File: src/rtl/clock_pkg.sv
// clock_pkg: shared fan-in FSM state enum and hold-off counter width
package clock_pkg;
  localparam int CLOCK_HOLD_W = 8;
  typedef enum logic [2:0] {ST_OFF, ST_WAKING, ST_ON, ST_HOLD, ST_SLEEPING} clock_fanin_state_e;
endpackage

File: src/rtl/clock_hold_timer.sv
// clock_hold_timer: hold-off down-counter (load presets load_value, clear zeroes, tick decrements, expired when zero)
module clock_hold_timer import clock_pkg::*; (
  input  logic                    clock,
  input  logic                    reset,
  input  logic                    load,
  input  logic [CLOCK_HOLD_W-1:0] load_value,
  input  logic                    clear,
  input  logic                    tick,
  output logic                    expired
);
  logic [CLOCK_HOLD_W-1:0] count;
  assign expired = count == '0;
  always_ff @(posedge clock)
    if (reset || clear) count <= '0;
    else if (load) count <= load_value;
    else if (tick && !expired) count <= count - CLOCK_HOLD_W'(1);
endmodule

File: src/rtl/clock_request_fanin.sv
// clock_request_fanin: merges child_request into one parent_request with hold-off; ports parent_* to clock node, child_* per consumer, all outputs flopped
module clock_request_fanin import clock_pkg::*; #(
  parameter int NUM_CHILDREN = 4,
  parameter int HOLD_CYCLES  = 16
) (
  input  logic                    clock,
  input  logic                    reset,
  output logic                    parent_request,
  input  logic                    parent_ready,
  input  logic                    parent_silent,
  input  logic                    parent_starting,
  input  logic                    parent_stopping,
  input  logic [NUM_CHILDREN-1:0] child_request,
  output logic [NUM_CHILDREN-1:0] child_ready,
  output logic [NUM_CHILDREN-1:0] child_silent,
  output logic [NUM_CHILDREN-1:0] child_starting,
  output logic [NUM_CHILDREN-1:0] child_stopping
);
  localparam logic [CLOCK_HOLD_W-1:0] HOLD_LOAD = CLOCK_HOLD_W'(HOLD_CYCLES == 0 ? 0 : HOLD_CYCLES - 1);
  clock_fanin_state_e state, state_next;
  logic any_req, hold_load, hold_clear, hold_tick, hold_expired, next_awake;
  logic unused_info;
  assign unused_info = parent_starting | parent_stopping;
  assign any_req = |child_request;
  assign hold_load = state == ST_ON && !any_req && HOLD_CYCLES != 0;
  assign hold_clear = state == ST_HOLD && any_req;
  assign hold_tick = state == ST_HOLD && !any_req;
  assign next_awake = state_next == ST_ON || state_next == ST_HOLD;
  clock_hold_timer u_timer (
    .clock(clock),
    .reset(reset),
    .load(hold_load),
    .load_value(HOLD_LOAD),
    .clear(hold_clear),
    .tick(hold_tick),
    .expired(hold_expired)
  );
  always_comb begin
    state_next = state;
    case (state)
      ST_OFF:      state_next = any_req && parent_silent ? ST_WAKING : ST_OFF;
      ST_WAKING:   state_next = parent_ready ? ST_ON : ST_WAKING;
      ST_ON:       state_next = any_req ? ST_ON : HOLD_CYCLES == 0 ? ST_SLEEPING : ST_HOLD;
      ST_HOLD:     state_next = any_req ? ST_ON : hold_expired ? ST_SLEEPING : ST_HOLD;
      ST_SLEEPING: state_next = parent_silent ? ST_OFF : ST_SLEEPING;
      default:     state_next = ST_OFF;
    endcase
  end
  // outputs are registered from the next state so they settle one edge after the inputs are sampled
  always_ff @(posedge clock)
    if (reset) begin
      state          <= ST_OFF;
      parent_request <= 1'b0;
      child_ready    <= '0;
      child_silent   <= '1;
      child_starting <= '0;
      child_stopping <= '0;
    end else begin
      state          <= state_next;
      parent_request <= state_next == ST_WAKING || next_awake;
      child_ready    <= next_awake && parent_ready ? child_request : '0;
      child_silent   <= state_next == ST_OFF ? '1 : next_awake ? ~child_request : '0;
      child_starting <= state_next == ST_WAKING ? child_request : '0;
      child_stopping <= state_next == ST_SLEEPING ? '1 : '0;
    end
endmodule

File: config.mk
export PLATFORM = sky130hd
export DESIGN_NAME = clock_request_fanin
export DESIGN_NICKNAME = d
export VERILOG_FILES = /design/src/rtl/clock_pkg.sv /design/src/rtl/clock_hold_timer.sv /design/src/rtl/clock_request_fanin.sv
export SDC_FILE = /design/constraint.sdc
export NUM_CORES = 1
export LEC_CHECK = 0
export ABC_AREA = 0
export BUFFER_PORTS_ARGS = -buffer_cell sky130_fd_sc_hd__buf_4
export CAP_MARGIN = 20
export CORE_UTILIZATION = 25
export CTS_BUF_LIST = sky130_fd_sc_hd__clkbuf_8 sky130_fd_sc_hd__clkbuf_16
export DETAILED_ROUTE_END_ITERATION = 10
export PLACE_DENSITY_LB_ADDON = 0.25
export SETUP_SLACK_MARGIN = 0.1
export SLEW_MARGIN = 0
export SYNTH_ARGS = -nofsm -noshare
export SYNTH_HDL_FRONTEND = slang
export SYNTH_SLANG_ARGS = --single-unit
File: constraint.sdc
create_clock -name clock -period 3.4 [get_ports clock]
set_input_delay 0 -clock clock [delete_from_list [all_inputs] [get_ports clock]]
set_output_delay 0 -clock clock [all_outputs]
set_load 0.02 [all_outputs]
* Word level (Yosys, flattened, before mapping)
Index checks and enable logic that the tools add are counted.
Word-level totals: output and inout port bits 17, input bits 10, logic and storage cells 51, bits in registers 28
Operators by class: eq/ne operators 8, multiplexer cells 11, bitwise gates (word level) 3, reduce and logical (&&, ||, !) cells 20, $add $sub $neg 1
Operator list (count):
- $mux W4 | 4
- $pmux W3 S5 | 1
- $eq A3 B2 Y1 const B | 4
- $mux W3 | 3
- $logic_not A8 Y1 | 1
- $reduce_or A2 Y1 | 4
- $sub A8 B1 Y8 const B | 1
- $eq A3 B1 Y1 const B | 2
- $eq A3 B3 Y1 const B | 2
- $logic_and A1 B1 Y1 | 6
- $logic_not A3 Y1 | 2
- $not A4 Y4 | 1
- $reduce_or A4 Y1 | 1
- $logic_or A1 B1 Y1 | 3
- $logic_not A1 Y1 | 2
- $mux W1 | 2
- $mux W2 | 1
- $not A1 Y1 | 2
- $reduce_bool A2 Y1 | 1

* Depth between registers and ports, before layout
Gate-level depths: netlist of run 1.
word-level depth 9, mapped depth 7, gate-level depth less buffers 7

* Cells and area by module
A second synthesis of run 1 with hierarchy kept.
Unflattened totals: cell total of the unflattened synthesis 127, area, all modules 1203.7 um^2
By module, submodules not included:
- clock_request_fanin | area an instance 705.7 um^2, seq. area each 340.3 um^2, times used 1, cells each 70
- clock_hold_timer | area an instance 498.0 um^2, seq. area each 160.2 um^2, times used 1, cells each 57

* Least setup slack after synthesis of run 1
OpenSTA, ideal clock, no wires.
path kind reg2reg, start point register u_timer.count[0], end point register child_starting[0], path buffers 0, setup time 115 ps, stages on the path, launching flop included 8, slack 1423 ps, clock period less this slack 1977 ps, arrival time 1862 ps, data required time 3285 ps, path through dfxtp_1 inv_1 ha_1 or3b_2 nor4_1 o21ai_0 and4b_1 and2_1
Between the ends: cells in the longest elaborated chain, start to end 7
Ends and longest elaborated chain:
- from (decl) | RTL line clock_hold_timer.sv:11 | logic [CLOCK_HOLD_W-1:0] count;
- from (signal assigned) | RTL line clock_hold_timer.sv:15 | else if (load) count <= load_value;
- from (signal assigned) | RTL line clock_hold_timer.sv:16 | else if (tick && !expired) count <= count - CLOCK_HOLD_W'(1);
- $logic_not A8 Y1 | RTL line clock_hold_timer.sv:12 | assign expired = count == '0;
- $mux W3 (2 in a row) | RTL line clock_request_fanin.sv:44 | ST_HOLD: state_next = any_req ? ST_ON : hold_expired ? ST_SLEEPING : ST_HOLD;
- $pmux W3 S5 | RTL line clock_request_fanin.sv:40 | case (state)
- $eq A3 B1 Y1 | RTL line clock_request_fanin.sv:63 | child_starting <= state_next == ST_WAKING ? child_request : '0;
- $not A1 Y1 (no source line)
- $reduce_or A2 Y1 (no source line)
- to (signal assigned) | RTL line clock_request_fanin.sv:63
- to (decl) | RTL line clock_request_fanin.sv:16 | output logic [NUM_CHILDREN-1:0] child_starting,
Every way passes these cells. A chain may end at the register's enable or synchronous reset.

* Worst setup path in the final report of run 1
start point input port child_request[0], end point register u_timer.count[7]
Between the ends: cells in the longest elaborated chain, start to end 4, elaborated cells between the ends (all ways) 8, those cells by class 8 x reduce/logical
Ends and longest elaborated chain:
- from (decl) | RTL line clock_request_fanin.sv:13 | input logic [NUM_CHILDREN-1:0] child_request,
- $reduce_or A4 Y1 * | RTL line clock_request_fanin.sv:24 | assign any_req = |child_request;
- $logic_not A1 Y1 or $logic_and A1 B1 Y1 (tied branches) | RTL line clock_request_fanin.sv:25, clock_request_fanin.sv:27, clock_request_fanin.sv:26
- $logic_and A1 B1 Y1 (tied with other cells) | RTL line clock_request_fanin.sv:25 | assign hold_load = state == ST_ON && !any_req && HOLD_CYCLES != 0;
- $reduce_or A2 Y1 (no source line) or $logic_and A1 B1 Y1 (tied branches)
Mark *: on every way between the ends. The rest lies on a longest branch, timed or not.

==> results of run 1 <==
-- cells in the final DEF (no fill, tap or decap), types with 2 or more instances in the layout --
| cell type | instances |
|---|---|
| clkbuf_8 | 3 |
| o21ai_0 | 7 |
| nor2_1 | 14 |
| nor3_1 | 2 |
| inv_1 | 3 |
| dlygate4sd3_1 | 5 |
| nand3_1 | 3 |
| nor4_1 | 3 |
| xnor2_1 | 2 |
| or4_1 | 2 |
| nand3b_1 | 2 |
| xor2_1 | 6 |
| nor2b_1 | 3 |
| dfxtp_1 | 25 |
| and2_1 | 8 |
| buf_4 | 25 |
| ha_1 | 2 |
| a21oi_1 | 6 |
| nand2_1 | 3 |
-- critical path, cell delays in order --
cell	delay, ns
dlygate4sd3_1	0.55
buf_4	0.16
or4_1	0.69
a311oi_1	0.60
buf_4	0.27
nand4_1	0.14
xor2_1	0.17
nor2_1	0.05
-- Yosys cell counts --
master    number
a211o_1        1
a211oi_2       1
a21o_1         1
a21oi_1        6
a311oi_1       1
a31oi_2        1
and2_1         8
and4b_1        1
buf_4          4
buf_6          1
clkbuf_1       1
dfxtp_1       25
ha_1           2
inv_1          3
mux2_4         1
nand2_1        3
nand3_1        3
nand3b_1       2
nand4_1        1
nor2_1        14
nor2b_1        3
nor3_1         2
nor4_1         3
nor4b_1        1
o21ai_0        7
o21ai_1        1
o21bai_1       1
o41ai_4        1
or3_1          1
or3b_2         1
or4_1          2
xnor2_1        2
xor2_1         6
-- cells by family (layout without fill, tap and decap cells) --
group / Yosys count / count (layout) / share of synthesized area (%)
xor+xnor: 8 / 8 / 6.56
mux: 1 / 1 / 1.40
simple gates: 45 / 45 / 23.1
compound gates: 21 / 21 / 14.5
buf+inv: 9 / 37 / 5.27
flops: 25 / 25 / 46.8
fa+ha+maj: 2 / 2 / 2.34
-- worst paths after layout --
kind / to / slack [ns] / depth (start not counted)
worst min register to register: u_timer.count[7] / 0.55 / 2
worst min-delay path: child_ready[2] / 0.18 / 4
worst max register to register: child_starting[2] / 1.17 / 7
worst max-delay path: u_timer.count[7] / 0.94 / 8
-- where the power goes --
part / leakage [nW] / internal, mW / total [mW] / switching, mW
Combinational: 0.325 / 0.0393 / 0.0832 / 0.0439
Sequential: 0.204 / 0.306 / 0.313 / 0.00701
Clock: 0.0217 / 0.0830 / 0.176 / 0.0931
-- layout make-up --
cell class	instances	area (sq um)	share of cell area [%]
well taps	50	62.6	4.56
clock buffers	3	41.3	3.01
multi-input cells	77	512	37.3
clock inverters	1	7.51	0.547
repair buffers	30	238	17.3
flip-flops and latches	25	500	36.5
inverters	3	11.3	0.820
-- routing by layer --
metal	track usage, %	vias up	routed length [um]
li1	-	439	-
met1	13.4	414	1060
met2	18.9	25	1100
met3	4.05	2	124
met4	2.39	0	17
met5	0	-	0
-- registers in the layout, summed over array words and instances, names as in the netlist --
name            flops
u_timer.count       8
child_ready         4
child_silent        4
child_starting      4
state               3
child_stopping      1
parent_request      1
-- what timing repair did --
item | in CTS | in global routing
hold endpoints to repair | 15 | 0
hold buffers | 5 | 0
resized for setup | 0 | 0
-- stage by stage --
stage | instances | total power, mW | util, % | area [sq um] | worst slack [ns]
5_1_grt | 189 | 0.605 | 33.8 | 1370 | 0.850
3_5_place_dp | 180 | 0.398 | 31.4 | 1270 | 1.19
4_1_cts | 189 | 0.582 | 33.8 | 1370 | 0.993
2_1_floorplan | 111 | 0.364 | - | 1070 | 1.42
3_3_place_gp | 180 | 0.397 | 31.4 | 1270 | 1.19
6_report | 189 | 0.572 | 33.8 | 1370 | 0.940
==> Implementation_results.wiki, run 1 <==
{| class="wikitable"
! Metric !! Value
|-
| Height of the die || 67.4 um
|-
| Number of instances in the synthesized netlist || 111
|-
| Register area share after synthesis || 46.8%
|-
| Share of final-layout standard cells stronger than drive strength 1 || 24.5%
|-
| Worst slack on hold paths || 0.179 ns
|-
| Outcome || completed
|-
| Number of global-route vias before repair || 827
|-
| Net count reported at finish || 152
|-
| Post-layout minimum cycle time || 2.46 ns
|-
| Power per unit of standard cell area || 417 mW/mm^2
|-
| Number of failing setup endpoints in the final timing report || 0
|-
| Max-cap viol count || 0
|-
| Top cell type by total area after synthesis || dfxtp_1
|-
| Synthesis Warnings || 0
|-
| Clock skew after layout || 0.00419 ns
|-
| Cell area after synthesis || 0.00107 sq mm
|-
| GRT Overall Usage || 11.2%
|-
| Die area || 0.00454 sq mm
|-
| Peak VDD IR || 0.213 mV
|-
| Initial antenna violation count || 0
|-
| CTS sink count || 25
|-
| Top cells by area in the synthesized netlist || dfxtp_1 (47%), nor2_1 (4.9%), xor2_1 (4.9%), and2_1 (4.7%), o21ai_0 (3.3%)
|-
| TritonRoute pass-1 iters || 4
|-
| Critical Path Source Type || input port
|-
| Unrepaired setup endpoints after global routing || false
|-
| Effective utilization at floorplan || 26.3%
|-
| R2R Path Start || u_timer.count[0]
|-
| Last weighted congestion value of the routability-driven placer || 0.765
|-
| Biggest fanout along the worst timing path || 9
|-
| # diodes || 0
|-
| Hold violation total from the final report || 0
|-
| Max Slew Vio Count || 0
|-
| Worst Path Required || 3.56 ns
|-
| Via density || 4.66
|-
| Number of buffers added by the clock tree synthesis step || 3
|-
| Crit. Startpoint || child_request[0]
|-
| Clk root buf || clkbuf_8
|-
| Source-to-sink clock delay at the later pin of the worst-skew pair || 0.27 ns
|-
| Via count || 880
|-
| Mean cell area of the mapped netlist || 9.63 sq um
|-
| Class of the worst hold path || input port to flop
|-
| Final period util || 72.4%
|-
| 1st-iter DRT viols || 13
|-
| Global-route wire length before repair || 3710 um
|-
| WP data arrival || 2.62 ns
|-
| Actual transition at the worst max-transition pin || 0.605 ns
|-
| Count of unique library cells instantiated by Yosys || 33
|-
| Fill cells || 416
|-
| Number of H-tree branching levels || 1
|-
| Clock Pin Slew Worst Setup and Hold Paths || 0.09 ns
|-
| Relative max-transition margin || 59.4%
|-
| Wire length reported by the detailed router || 2300 um
|-
| Maximum number of pins on one net before global-route repair || 16
|-
| TritonCTS clock tree || built
|-
| Post-CTS setup repair buffer count || 0
|-
| Proportion of netlist area held by the largest area contributor || 46.8%
|-
| Area overhead of the layout relative to synthesis || 28.5%
|-
| Number of cell rows || 23
|-
| Overflow left after global routing || 0
|-
| Core footprint || 0.00406 sq mm
|-
| Width of the die || 67.4 um
|-
| Sum of negative setup slack || 0 ns
|-
| I/O pins || 27
|-
| Endpoint kind of the worst setup timing path || flop
|-
| Detail-routed net length per standard cell || 12.2 um
|-
| Hold Crit Start || parent_ready
|-
| Leakage power || 0.551 nW
|-
| Seq cells post-synth || 25
|-
| Clock buffer depth || 2
|-
| Total DRC errors in the routed layout || 0
|-
| Peak clock frequency supported by timing || 406 MHz
|-
| DP Wirelength || 1700 um
|-
| PortBufs || 24
|-
| CP Class || input port to flop
|-
| Net count after synthesis || 123
|-
| Antenna Violating Nets Remaining || 0
|}
No activity file was read; power rests on OpenSTA's default activity.
==> inputs of run 2 (changes only) <==
- clock period: 3.4 -> 2.1 ns (I/O delays scaled with it)
==> run 2 against run 1 <==
Sequential share of layout area is 3.6 points lower; critical endpoint is now child_silent[1]; worst hold slack worse by 0.028 ns; highest routed layer unchanged; count of clock-buffer cells in the layout stayed put; non-clock buffer count is 14 higher; core utilization is 3.7 points higher; critical path depth is 1 lower; critical path type is now flop to flop; largest power group unchanged; via count is 5.0% higher; sequential cell count stayed put; die area stayed put; register-to-register slack worse by 0.99 ns; clock power is 65% higher; combinational power is 84% higher.
==> Implementation_results.wiki, run 2 (synthesis results as in run 1) <==
{| class="wikitable"
! Metric !! Value
|-
| Outcome || completed
|-
| Hold Crit Start || child_request[2]
|-
| Endpoint kind of the worst setup timing path || flop
|-
| Biggest fanout along the worst timing path || 4 (-5)
|-
| Final period util || 91.5%
|-
| Instance area after placement || 0.00135 sq mm (+5.9%)
|-
| Most frequent cells in the layout || buf_4 (38), dfxtp_1 (25), nor2_1 (14)
|-
| Int Pwr || 705 uW (+65%)
|-
| Via density || 4.55 (-2.2%)
|-
| PortBufs || 24 (unchanged)
|-
| Number of cell rows || 23 (unchanged)
|-
| Crit. Startpoint || u_timer.count[1]
|-
| Combinational share of power || 16.1% (+1.5 points)
|-
| Number of failing setup endpoints in the final timing report || 0 (unchanged)
|-
| Final non-filler cell area || 0.00152 sq mm (+11%)
|-
| I/O pins || 27 (unchanged)
|-
| Hold violation total from the final report || 0 (unchanged)
|-
| Portion of total power attributed to sequential cells || 53.3% (-1.4 points)
|-
| Clk root buf || clkbuf_8
|-
| Reg2Reg Capture Point || child_silent[1]
|-
| Overflow left after global routing || 0 (unchanged)
|-
| Total DRC errors in the routed layout || 0 (unchanged)
|-
| Worst slack on hold paths || 0.150 ns (-0.0282 ns)
|-
| Post-placement setup slack || -0.00365 ns (-1.19 ns)
|-
| TritonCTS clock tree || built
|-
| Area overhead of the layout relative to synthesis || 42.5%
|-
| Total power || 950 uW (+66%)
|-
| Utilization after layout || 37.5% (+3.7 points)
|-
| Worst Path Required || 2.30 ns (-1.26 ns)
|-
| Share of total power consumed by net switching || 25.8% (+0.60 points)
|-
| Initial antenna violation count || 0 (unchanged)
|-
| Net count reported at finish || 166 (+9.2%)
|-
| Clock skew after layout || 0.00435 ns (+0.000155 ns)
|-
| Clock buffer depth || 2 (unchanged)
|-
| Leakage power || 0.623 nW (+13%)
|-
| Antenna Violating Nets Remaining || 0 (unchanged)
|-
| Actual transition at the worst max-transition pin || 0.523 ns (-0.0814 ns)
|-
| Width of the die || 67.4 um (unchanged)
|-
| Non-filler cells, final || 203 (+7.4%)
|-
| End point of the critical path || child_silent[1]
|-
| Die area || 0.00454 sq mm (unchanged)
|-
| Post-layout minimum cycle time || 1.92 ns
|-
| Number of buffers added by the clock tree synthesis step || 3 (unchanged)
|-
| Height of the die || 67.4 um (unchanged)
|-
| Number of H-tree branching levels || 1 (unchanged)
|-
| GRT Overall Usage || 13.3% (+2.1 points)
|-
| Reg2reg path depth || 7 (unchanged)
|-
| Effective utilization at floorplan || 26.3% (unchanged)
|-
| Global-route wire length before repair || 4370 um (+18%)
|-
| Peak VDD IR || 0.232 mV (+8.7%)
|-
| Detail-routed net length per standard cell || 12.9 um (+5.6%)
|-
| CP Class || flop to flop
|-
| Largest register FFs || 8 (unchanged)
|-
| Critical Path Source Type || flop
|-
| Switch Pwr || 245 uW (+70%)
|-
| Sum of negative setup slack || 0 ns (unchanged)
|-
| Worst Setup Slack, final || 0.178 ns (-0.762 ns)
|-
| 1st-iter DRT viols || 17 (+4)
|-
| Max-cap viol count || 0 (unchanged)
|-
| Source-to-sink clock delay at the later pin of the worst-skew pair || 0.27 ns (about the same)
|-
| DP Cell Count || 190 (+5.6%)
|-
| TritonRoute pass-1 iters || 4 (unchanged)
|-
| WP data arrival || 2.12 ns (-0.50 ns)
|-
| Most flop-heavy register || u_timer.count
|-
| Clock power share || 30.6% (-0.2 points)
|-
| Clock Pin Slew Worst Setup and Hold Paths || 0.09 ns (about the same)
|-
| Last weighted congestion value of the routability-driven placer || 0.721 (-5.7%)
|-
| Max Slew Vio Count || 0 (unchanged)
|-
| DP Wirelength || 1920 um (+13%)
|-
| Flop-to-flop setup slack || 0.18 ns (-0.99 ns)
|-
| Core footprint || 0.00406 sq mm (unchanged)
|-
| Unrepaired setup endpoints after global routing || false
|-
| # diodes || 0 (unchanged)
|-
| R2R Path Start || u_timer.count[1]
|-
| Wire length reported by the detailed router || 2610 um (+13%)
|-
| Number of global-route vias before repair || 941 (+14%)
|-
| Relative max-transition margin || 64.6% (+5.2 points)
|-
| Most common library cell in the layout ignoring fill and taps || buf_4
|-
| CTS sink count || 25 (unchanged)
|-
| Fill cells || 401 (-3.6%)
|-
| Maximum number of pins on one net before global-route repair || 16 (unchanged)
|-
| Share of final-layout standard cells stronger than drive strength 1 || 34.6% (+10 points)
|-
| Via count || 924 (+5.0%)
|-
| Power per unit of standard cell area || 624 mW/mm^2 (+50%)
|-
| Peak clock frequency supported by timing || 520 MHz
|-
| Class of the worst hold path || input port to flop
|}
[run 2: changes by cell type in the layout (fill, tap and decap cells not counted), sizes merged]
cell | previous run | this run
dlygate4sd3 | 5 | 6
buf | 25 | 38
[run 2: worst min path at each step]
stage	endpoint	slack, ns	depth (start not counted)
final	u_timer.count[0]	0.15	4
after floorplan	child_stopping[2]	0.07	1
after global routing	u_timer.count[1]	0.18	4
after CTS	u_timer.count[0]	0.15	4
after detailed placement	child_stopping[2]	0.25	2
after global placement	state[2]	0.24	2
[run 2: critical path: stages (launching register included)]
cell,delay (ns)
dfxtp_1,0.32
inv_1,0.07
ha_2,0.17
or3b_4,0.41
o41ai_4,0.44
buf_4,0.20
a31oi_2,0.11
o21ai_1,0.11
[run 2: metal layers]
metal	part of all wire, %	global-route usage, %	wire, um	up-vias
met5	0	0	0	-
met4	1.1	4.79	30	0
met3	4.9	3.72	127	4
met2	48	23.9	1250	29
met1	46	14.7	1200	425
li1	-	-	-	466
[run 2: timing repair]
action | 4_1_cts | 5_1_grt
gates resized for setup | 4 | 7
hold buffers | 6 | 0
setup buffers | 1 | 2
setup endpoints to repair | 8 | 8
endpoints found under the hold margin | 14 | 0
pin swaps | 3 | 2
[run 2: layout make-up]
type / count / area (sq um) / share of cell area [%]
flip-flops and latches: 25 / 500 / 32.9
well taps: 50 / 62.6 / 4.11
inverters: 3 / 11.3 / 0.740
clock inverters: 1 / 7.51 / 0.493
repair buffers: 44 / 345 / 22.7
clock buffers: 3 / 41.3 / 2.71
multi-input cells: 77 / 554 / 36.4
[run 2: power by group through the flow]
stage                     clock network [mW]  logic (mW)  registers (mW)
after floorplan                            0      0.0546           0.535
after global placement                     0       0.133           0.516
after detailed placement                   0       0.136           0.517
after CTS                              0.303       0.146           0.506
after global routing                   0.324       0.166           0.510
final                                  0.291       0.153           0.506
